[src/rtl/snn_soc_pkg.sv]
// Shared SNN SoC defaults and the CIM macro sequencer state type.
package snn_soc_pkg;

  localparam int unsigned NUM_INPUTS         = 49;
  localparam int unsigned NUM_OUTPUTS        = 10;
  localparam int unsigned CIM_LATENCY_CYCLES = 4;
  localparam int unsigned ADC_SAMPLE_CYCLES  = 2;

  typedef enum logic [1:0] {CIM_IDLE, CIM_COMPUTE, CIM_ADC} cim_state_e;

endpackage

[src/rtl/cim_macro_seq_quant.sv]
// cim_col_quant: one bit-line column of the CIM model; popcount of the latched
// word lines plus the column offset, clamped to the ADC full-scale code.
module cim_col_quant
  import snn_soc_pkg::*;
#(
  parameter int unsigned NUM_INPUTS  = snn_soc_pkg::NUM_INPUTS,
  parameter int unsigned NUM_OUTPUTS = snn_soc_pkg::NUM_OUTPUTS,
  parameter int unsigned ADC_BITS    = 8,
  parameter int unsigned COL_STEP    = 3,
  parameter int unsigned COL_IDX     = 0
) (
  input  logic [NUM_INPUTS-1:0] wl_i,
  output logic [ADC_BITS-1:0]   result_o
);

  // Wide enough for the unclamped sum and for the full-scale constant itself.
  localparam int unsigned SW = $clog2(NUM_INPUTS + 1) + $clog2(NUM_OUTPUTS * COL_STEP + 1) + 1;
  localparam int unsigned CW = (SW > ADC_BITS) ? SW : ADC_BITS + 1;
  localparam logic [CW-1:0] FULL = CW'((64'd1 << ADC_BITS) - 64'd1);

  logic [CW-1:0] pop;
  logic [CW-1:0] sum;

  always_comb begin
    pop = '0;
    for (int unsigned i = 0; i < NUM_INPUTS; i++) begin
      pop = pop + CW'(wl_i[i]);
    end
    sum      = pop + CW'(COL_IDX * COL_STEP);
    result_o = (sum > FULL) ? FULL[ADC_BITS-1:0] : sum[ADC_BITS-1:0];
  end

endmodule

[src/rtl/cim_macro_seq.sv]
// Sequenced CIM macro model: latch spikes, compute phase, grouped ADC passes.
// Optional sticky per-column saturation flags with CIM_MACRO_SAT_FLAG_EN.
module cim_macro_seq
  import snn_soc_pkg::*;
#(
  parameter int unsigned NUM_INPUTS  = snn_soc_pkg::NUM_INPUTS,
  parameter int unsigned NUM_OUTPUTS = snn_soc_pkg::NUM_OUTPUTS,
  parameter int unsigned ADC_BITS    = 8,
  parameter int unsigned ADC_PAR     = 4,
  parameter int unsigned CIM_LAT     = snn_soc_pkg::CIM_LATENCY_CYCLES,
  parameter int unsigned ADC_LAT     = snn_soc_pkg::ADC_SAMPLE_CYCLES,
  parameter int unsigned COL_STEP    = 3
) (
  input  logic                           clk,
  input  logic                           rst,
  input  logic [NUM_INPUTS-1:0]          wl_spike,
  input  logic                           cmd_valid,
  output logic                           cmd_ready,
  input  logic                           abort,
  output logic                           busy,
  output logic                           done,
  output logic                           aborted,
  input  logic [$clog2(NUM_OUTPUTS)-1:0] bl_sel,
  output logic [ADC_BITS-1:0]            bl_data,
  output logic                           bl_sel_err
`ifdef CIM_MACRO_SAT_FLAG_EN
  ,
  output logic [NUM_OUTPUTS-1:0]         sat_flags
`endif
);

  localparam int unsigned NPASS  = (NUM_OUTPUTS + ADC_PAR - 1) / ADC_PAR;
  localparam int unsigned MAXLAT = (CIM_LAT > ADC_LAT) ? CIM_LAT : ADC_LAT;
  localparam int unsigned CNTW   = $clog2(MAXLAT + 1);
  localparam int unsigned PASSW  = $clog2(NPASS + 1);
  localparam int unsigned SELW   = $clog2(NUM_OUTPUTS);

  cim_state_e            state_q, state_d;
  logic [CNTW-1:0]       cnt_q, cnt_d;
  logic [PASSW-1:0]      pass_q, pass_d;
  logic [NUM_INPUTS-1:0] wl_q, wl_d;
  logic [ADC_BITS-1:0]   res_q [NUM_OUTPUTS];
  logic [ADC_BITS-1:0]   res_d [NUM_OUTPUTS];
  logic [ADC_BITS-1:0]   col_res [NUM_OUTPUTS];
  logic                  done_q, done_d;
  logic                  aborted_q, aborted_d;
`ifdef CIM_MACRO_SAT_FLAG_EN
  logic [NUM_OUTPUTS-1:0] sat_q, sat_d;
`endif

  for (genvar g = 0; g < NUM_OUTPUTS; g++) begin : g_col
    cim_col_quant #(
      .NUM_INPUTS (NUM_INPUTS),
      .NUM_OUTPUTS(NUM_OUTPUTS),
      .ADC_BITS   (ADC_BITS),
      .COL_STEP   (COL_STEP),
      .COL_IDX    (g)
    ) u_quant (
      .wl_i    (wl_q),
      .result_o(col_res[g])
    );
  end

  always_comb begin
    state_d   = state_q;
    cnt_d     = cnt_q;
    pass_d    = pass_q;
    wl_d      = wl_q;
    res_d     = res_q;
    done_d    = 1'b0;
    aborted_d = 1'b0;
`ifdef CIM_MACRO_SAT_FLAG_EN
    sat_d     = sat_q;
`endif
    case (state_q)
      CIM_IDLE: begin
        if (cmd_valid && !abort) begin
          state_d = CIM_COMPUTE;
          wl_d    = wl_spike;
          cnt_d   = CNTW'(CIM_LAT - 1);
          pass_d  = '0;
`ifdef CIM_MACRO_SAT_FLAG_EN
          sat_d   = '0;
`endif
        end
      end
      CIM_COMPUTE: begin
        if (abort) begin
          state_d   = CIM_IDLE;
          aborted_d = 1'b1;
        end else if (cnt_q == '0) begin
          state_d = CIM_ADC;
          pass_d  = '0;
          cnt_d   = CNTW'(ADC_LAT - 1);
        end else begin
          cnt_d = cnt_q - CNTW'(1);
        end
      end
      CIM_ADC: begin
        if (cnt_q == '0) begin
          // The pass write lands even when abort arrives on the same edge.
          for (int unsigned j = 0; j < NUM_OUTPUTS; j++) begin
            if (pass_q == PASSW'(j / ADC_PAR)) begin
              res_d[j] = col_res[j];
`ifdef CIM_MACRO_SAT_FLAG_EN
              if (col_res[j] == '1) sat_d[j] = 1'b1;
`endif
            end
          end
          if (abort) begin
            state_d   = CIM_IDLE;
            aborted_d = 1'b1;
          end else if (pass_q == PASSW'(NPASS - 1)) begin
            state_d = CIM_IDLE;
            done_d  = 1'b1;
          end else begin
            pass_d = pass_q + PASSW'(1);
            cnt_d  = CNTW'(ADC_LAT - 1);
          end
        end else if (abort) begin
          state_d   = CIM_IDLE;
          aborted_d = 1'b1;
        end else begin
          cnt_d = cnt_q - CNTW'(1);
        end
      end
      default: state_d = CIM_IDLE;
    endcase
  end

  always_ff @(posedge clk) begin
    if (rst) begin
      state_q   <= CIM_IDLE;
      cnt_q     <= '0;
      pass_q    <= '0;
      wl_q      <= '0;
      done_q    <= 1'b0;
      aborted_q <= 1'b0;
      for (int unsigned j = 0; j < NUM_OUTPUTS; j++) res_q[j] <= '0;
`ifdef CIM_MACRO_SAT_FLAG_EN
      sat_q     <= '0;
`endif
    end else begin
      state_q   <= state_d;
      cnt_q     <= cnt_d;
      pass_q    <= pass_d;
      wl_q      <= wl_d;
      done_q    <= done_d;
      aborted_q <= aborted_d;
      res_q     <= res_d;
`ifdef CIM_MACRO_SAT_FLAG_EN
      sat_q     <= sat_d;
`endif
    end
  end

  assign cmd_ready  = (state_q == CIM_IDLE);
  assign busy       = (state_q != CIM_IDLE);
  assign done       = done_q;
  assign aborted    = aborted_q;
  assign bl_sel_err = (32'(bl_sel) >= NUM_OUTPUTS);
`ifdef CIM_MACRO_SAT_FLAG_EN
  assign sat_flags  = sat_q;
`endif

  always_comb begin
    bl_data = '0;
    for (int unsigned j = 0; j < NUM_OUTPUTS; j++) begin
      if (bl_sel == SELW'(j)) bl_data = res_q[j];
    end
  end

endmodule

[config.mk]
export PLATFORM = sky130hd
export DESIGN_NAME = cim_macro_seq
export DESIGN_NICKNAME = d
export VERILOG_FILES = /design/src/rtl/snn_soc_pkg.sv /design/src/rtl/cim_macro_seq_quant.sv /design/src/rtl/cim_macro_seq.sv
export SDC_FILE = /design/constraint.sdc
export NUM_CORES = 1
export LEC_CHECK = 0
export BUFFER_PORTS_ARGS = -buffer_cell sky130_fd_sc_hd__buf_2
export CORE_ASPECT_RATIO = 0.8
export CORE_UTILIZATION = 45
export CTS_CLUSTER_SIZE = 30
export DETAILED_ROUTE_END_ITERATION = 16
export GPL_ROUTABILITY_DRIVEN = 0
export PLACE_DENSITY = 0.7
export SLEW_MARGIN = 15
export SYNTH_ARGS = -nofsm -noshare
export SYNTH_HDL_FRONTEND = slang
export SYNTH_SLANG_ARGS = --single-unit
export TNS_END_PERCENT = 5
[constraint.sdc]
create_clock -name clk -period 7.3 [get_ports clk]
set_input_delay 1.46 -clock clk [delete_from_list [all_inputs] [get_ports clk]]
set_output_delay 1.46 -clock clk [all_outputs]
set_load 0.03 [all_outputs]
-- Word level (Yosys, flattened, before mapping)
Cells that the tools add are included.
- register bits: 138
- input port bits: 57
- word-level logic and storage cells: 175
- add/sub/neg operators: 59
- order comparisons: 11
- eq/ne operators: 23
- muxes and demuxes: 45
- bitwise gates (word level): 3
- reductions and logical operators: 18
- operator list (kind ; number):
    $add A12 B1 Y12 ; 47
    $mux W8 ; 20
    $gt A12 B8 Y1 const B ; 10
    $add A12 B5 Y12 const B ; 4
    $add A12 B4 Y12 const B ; 3
    $mux W2 ; 13
    $mux W3 ; 7
    $eq A4 B3 Y1 const B ; 4
    $add A12 B2 Y12 const B ; 1
    $add A12 B3 Y12 const B ; 1
    $ne A3 B3 Y1 const B ; 4
    $pmux W2 S3 ; 2
    $ne A2 B2 Y1 const B ; 5
    $pmux W3 S3 ; 1
    $reduce_and A3 Y1 ; 3
    $eq A4 B2 Y1 const B ; 2
    $eq A4 B4 Y1 const B ; 2
    $reduce_and A7 Y1 ; 1
    $reduce_and A5 Y1 ; 1
    $eq A2 B1 Y1 const B ; 2
    $eq A2 B2 Y1 const B ; 2
    $eq A4 B1 Y1 const B ; 1
    $ge A4 B4 Y1 const B ; 1
    $logic_not A2 Y1 ; 2
    16 further kinds ; 20

-- Longest topological paths before layout
- word-level depth: 51
- mapped depth: 25

-- Hierarchy
From an unflattened synthesis, not the netlist that was laid out.
- cell total of the unflattened synthesis: 2348
- area total of the unflattened synthesis: 20731.1 um^2
- modules (own cells, without submodules) (module ; times used ; cells each ; area an instance (um^2)):
    cim_macro_seq ; 1 ; 731 ; 5850.6
    cim_col_quant at g_col[5].u_quant ; 1 ; 173 ; 1582.8
    cim_col_quant at g_col[1].u_quant ; 1 ; 168 ; 1542.7
    cim_col_quant at g_col[9].u_quant ; 1 ; 166 ; 1532.7
    cim_col_quant at g_col[2].u_quant ; 1 ; 162 ; 1524.0
    cim_col_quant at g_col[7].u_quant ; 1 ; 166 ; 1492.7
    cim_col_quant at g_col[6].u_quant ; 1 ; 159 ; 1491.4
    cim_col_quant at g_col[4].u_quant ; 1 ; 160 ; 1475.2
    cim_col_quant at g_col[8].u_quant ; 1 ; 159 ; 1450.1
    cim_col_quant at g_col[3].u_quant ; 1 ; 158 ; 1426.4
    cim_col_quant at g_col[0].u_quant ; 1 ; 146 ; 1362.6

-- Least setup slack after synthesis
No wires, ideal clock.
- kind: reg2reg
- start: register wl_q[0]
- end: register res_q[5] (netlist bit)
- setup time: 0.091 ns
- data arrival time: 6.154 ns
- required time: 7.209 ns
- setup slack: 1.055 ns
- cell stages (with the launch flop): 20
- buffers on the path: 0
- period minus slack after synthesis: 6.245 ns
- cells stage by stage: dfxtp_1 -> ha_1 -> inv_1 -> fa_1 -> fa_1 -> fa_1 -> fa_1 -> fa_1 -> fa_1 -> fa_1 -> inv_1 -> ha_1 -> inv_1 -> fa_1 -> xor2_1 -> inv_2 -> ha_1 -> a21oi_1 -> nand4_1 -> a311oi_1
- word-level cells in the longest chain between the ends: 51
- ends and longest elaborated chain (item ; line ; source):
    start: declaration ; cim_macro_seq.sv:41 ; logic [NUM_INPUTS-1:0] wl_q, wl_d;
    start signal: assignment ; cim_macro_seq.sv:147 ; wl_q <= wl_d;
    $add A1 B1 Y2 * ; cim_macro_seq_quant.sv:27 ; pop = pop + CW'(wl_i[i]);
    $add A12 B1 Y12 * (47 in series) ; cim_macro_seq_quant.sv:27 ;
    $add A12 B5 Y12 * ; cim_macro_seq_quant.sv:29 ; sum = pop + CW'(COL_IDX * COL_STEP);
    $gt A12 B8 Y1 ; cim_macro_seq_quant.sv:30 ; result_o = (sum > FULL) ? FULL[ADC_BITS-1:0] : sum[ADC_BITS-1:0];
    $mux W8 * ; cim_macro_seq_quant.sv:30 ;
    end signal: assignment ; cim_macro_seq.sv:150 ; res_q <= res_d;
    end: declaration ; cim_macro_seq.sv:42 ; logic [ADC_BITS-1:0] res_q [NUM_OUTPUTS];
Every way passes the cells marked *; elsewhere a longest branch is shown, timed or not.
A chain may end at the register's enable or synchronous reset.

-- Final worst setup path
- start: register wl_q[0]
- end: register res_q[60] (netlist bit)
- word-level cells in the longest chain between the ends: 51
- ends and longest elaborated chain (item ; line):
    $add A1 B1 Y2 * ; cim_macro_seq_quant.sv:27
    $add A12 B1 Y12 * (47 in series) ; cim_macro_seq_quant.sv:27
    $add A12 B3 Y12 * ; cim_macro_seq_quant.sv:29
    $gt A12 B8 Y1 ; cim_macro_seq_quant.sv:30
    $mux W8 * ; cim_macro_seq_quant.sv:30
Marks and branches as above.

==> results.md <==
* CTS sink cnt at 123
* Gr ovfl total at 0
* Setup Crit Path Kind: flop to flop
* Status: complete, no violations
* Yosys reg bits at 123
* R2r endpoint: res_q[60]$_SDFFE_PP0P_
* Synth Flop Type: dfxtp_1
* Sequential area share after synthesis at 0.356
* Final cycle utilization of the critical path at 0.940
* Global-route wire length before repair at 27900 um
* Syn avg cell area at 8.32 um^2
* Setup violators final at 0
* Post-CTS Resized at 0
* Final setup TNS at 0 ns
* Iter 0 DRT Violations at 404
* Slowest cell on the critical path: fa_1
* H-tree depth at 4
* Final std cells w/o fill at 1072
* Crit path top cell by count: fa_1
* Hold Path Stages at 2
* Io pins at 70
* Die height at 113 um
* Worst slew pin tran at 1.17 ns
* Dpl ws at 0.471 ns
* Initial antenna violation count at 0
* Grt peak-use layer: met1
* Routed vias at 5737
* Crit path max fanout at 18
* CP required at 7.65 ns
* EDFF count, synth at 0
* Hold Path End: res_q[46]$_SDFFE_PP0P_
* Final wirelength at 16500 um
* RSZ-0062 raised after global routing: false
* Post-CTS setup buffers at 0
* Core area at 15000 um^2
* Tot GR Track Use at 0.224
* Worst setup EP type: flop
* Clk pin slew, worst setup/hold paths at 0.05 ns
* Port Buf Inserts at 68
* Synth async-reset ratio at 0
* Final core utilization at 0.525
* Met2 Usage GRT at 0.322
* CTS tree: done
* Power density over cell area at 463 nW/um^2
* Final Max Tran Viols at 0
* Placed Cells at 1042
* Synth cell types at 66
* Mapped Nets at 955
* Die Wd at 141 um
* Cts hold-fix bufs at 0
* M1 GR Usage at 0.335
* Minimum clock period at 6.86 ns
* Area Overhead vs Synth at 13.9%
* Worst setup margin at 0.437 ns
* Worst clock skew at 0.00754 ns
* Post-Syn Area at 6920 um^2
* Cts bufs inserted at 17
* Worst EP arrival at 7.22 ns
* Syn Inst Count at 831
* Diodes inserted at 0
* CTS Buffer Depth at 2
* Largest net degree at the start of global routing at 59
* Initial Utilization at 0.461
* R2R cell count at 22
* FP Rows at 40
* Routed vias/inst at 5.35
* Fin nets at 996
* Worst hold-check path type: flop to flop
* Number of global-route vias before repair at 5542
* Startpoint Class: flop
* Max Fclk at 146 MHz
* Number of synthesis warnings at 0
* Leakage at 3.21 nW
* Crit-path cells: ha_1 > inv_1 > fa_1 > fa_1 > inv_1 > fa_1 > fa_1 > fa_1 > fa_1 > inv_1 > fa_1 > inv_1 > ha_1 > a211o_1 > a21oi_2 > or2_1 > inv_6 > ha_1 > inv_1 > o41ai_2 > or3_1 > nand3_1
* HPWL after DPL at 11300 um
* Later-pin clock latency in the skew report at 0.41 ns
* Die ar. at 15900 um^2
* Final ANT Viol Nets at 0
* Slew headroom at 0.212
* Largest stage delay, worst path at 0.58 ns
* Clock Tree Root: clkbuf_16
* Hold Fails Final Rpt at 0
* Proportion of layout cells with a drive suffix above 1 at 0.142
* Register-to-register setup slack at 0.44 ns
* CP bufs+invs at 6
* MaxCap Viol Count at 0
* CP delay by family, top: adder cells
* Hold Path Origin: res_q[46]$_SDFFE_PP0P_
* Worst VDD drop at 0.000369 V
* Drc violations at 0
* Drt wl/cell at 15.4 um
* M3 GR Usage at 0.0474
* First-pass iteration count of the detailed router at 6
* Worst R2R Start: wl_q[0]$_SDFFE_PP0P_
==> cells in the mapped netlist (all sizes together) (2+ instances only) <==
cell / instances / area share
o311ai: 3 / 0.0038
or3: 5 / 0.0045
nor2b: 6 / 0.0054
xor2: 2 / 0.0025
a21o: 4 / 0.0043
buf: 15 / 0.014
fa: 40 / 0.12
o31ai: 4 / 0.0043
nand2b: 7 / 0.0063
and3: 10 / 0.0098
a31oi: 6 / 0.0054
nand4: 7 / 0.0063
nand3: 22 / 0.016
o2111ai: 2 / 0.0025
nor4: 2 / 0.0018
o221ai: 4 / 0.0051
o211ai: 4 / 0.0043
nor3: 7 / 0.0067
a2111oi: 4 / 0.0054
dfxtp: 123 / 0.36
o22ai: 4 / 0.0036
mux2i: 3 / 0.0043
a221oi: 3 / 0.0038
clkbuf: 39 / 0.021
inv: 81 / 0.045
o41ai: 3 / 0.0060
nand2: 155 / 0.084
nor2: 48 / 0.026
ha: 27 / 0.049
or2: 3 / 0.0027
a211o: 2 / 0.0025
a21oi: 97 / 0.071
a211oi: 16 / 0.017
mux4: 4 / 0.013
nor3b: 2 / 0.0022
xnor2: 13 / 0.016
o21ai: 30 / 0.022
a22oi: 5 / 0.0054
mux2: 5 / 0.0081
==> final cells by class <==
| class | instances | area (um^2) |
|---|---|---|
| inverter | 82 | 313 |
| timing repair buffer | 76 | 403 |
| clock inverter | 8 | 95.1 |
| multi-input combinational | 572 | 3910 |
| tap | 189 | 236 |
| sequential | 123 | 2460 |
| clock buffer | 22 | 464 |
| fill | 1454 | 7140 |
==> worst reg2reg max path, delay by kind of cell (launching register included) <==
family / cells / cell delay [ns]
adders and majority gates: 10 / 4.29
and+or+nand+nor: 3 / 0.96
AOI/OAI and AO/OA: 3 / 0.71
buffers and inverters: 6 / 0.55
DFF: 1 / 0.31
==> power by group <==
part | internal (W) | switching, W
clock network | 0.000513 | 0.000293
registers | 0.000694 | 0.0000149
logic | 0.000743 | 0.00139
total | 0.00195 | 0.00170
==> stage by stage <==
step                      instance area [um^2]  power [W]  hold WS (ns)
after floorplan                           6920    0.00227         0.428
after global placement                    7320    0.00280         0.438
after detailed placement                  7320    0.00281         0.443
after CTS                                 7880    0.00363         0.449
after global routing                      7880    0.00391         0.471
final                                     7880    0.00365         0.447
==> logic make-up after synthesis <==
| group | after synthesis | share of synthesized area |
|---|---|---|
| compound gates | 200 | 0.178 |
| buf+inv | 136 | 0.0803 |
| flops | 123 | 0.356 |
| other cells | 1 | 0.000542 |
| fa+ha+maj | 67 | 0.165 |
| mux | 12 | 0.0255 |
| xor+xnor | 15 | 0.0190 |
| simple gates | 277 | 0.176 |
==> per-layer routing <==
| metal | share of wire | wire length, um | vias up |
|---|---|---|---|
| li1 | - | - | 2857 |
| met1 | 0.50 | 8270 | 2691 |
| met2 | 0.42 | 6950 | 176 |
| met3 | 0.070 | 1160 | 13 |
| met4 | 0.0099 | 163 | 0 |
| met5 | 0 | 0 | - |
==> flip-flops by register name, indices dropped and copies added, names as in the netlist <==
| register | count |
|---|---|
| aborted | 1 |
| wl_q | 49 |
| done | 1 |
| state_q | 2 |
| pass_q | 2 |
| res_q | 65 |
| cnt_q | 3 |
==> cell usage in the layout, fill, tap and decap left out, types with 6 or more instances in the layout <==
cell / instances
buf_4: 9
nand2b_1: 7
fa_1: 40
nor2b_1: 6
nand2_1: 155
xnor2_1: 13
clkbuf_16: 17
ha_1: 27
buf_2: 67
a211oi_1: 16
inv_1: 79
a21oi_1: 95
o21ai_0: 29
nand3_1: 22
nor3_1: 6
nor2_1: 47
and3_1: 9
a31oi_1: 6
dfxtp_1: 123
nand4_1: 7
==> worst max path at each step <==
stage,to,cells after the start,start
after floorplan,res_q[5]$_SDFFE_PP0P_,19,wl_q[0]$_SDFFE_PP0P_
final,res_q[60]$_SDFFE_PP0P_,22,wl_q[0]$_SDFFE_PP0P_
after CTS,res_q[60]$_SDFFE_PP0P_,22,wl_q[1]$_SDFFE_PP0P_
after global placement,res_q[60]$_SDFFE_PP0P_,22,wl_q[0]$_SDFFE_PP0P_
after detailed placement,res_q[60]$_SDFFE_PP0P_,22,wl_q[0]$_SDFFE_PP0P_
after global routing,res_q[60]$_SDFFE_PP0P_,22,wl_q[1]$_SDFFE_PP0P_
(Power assumes the default switching activity.)
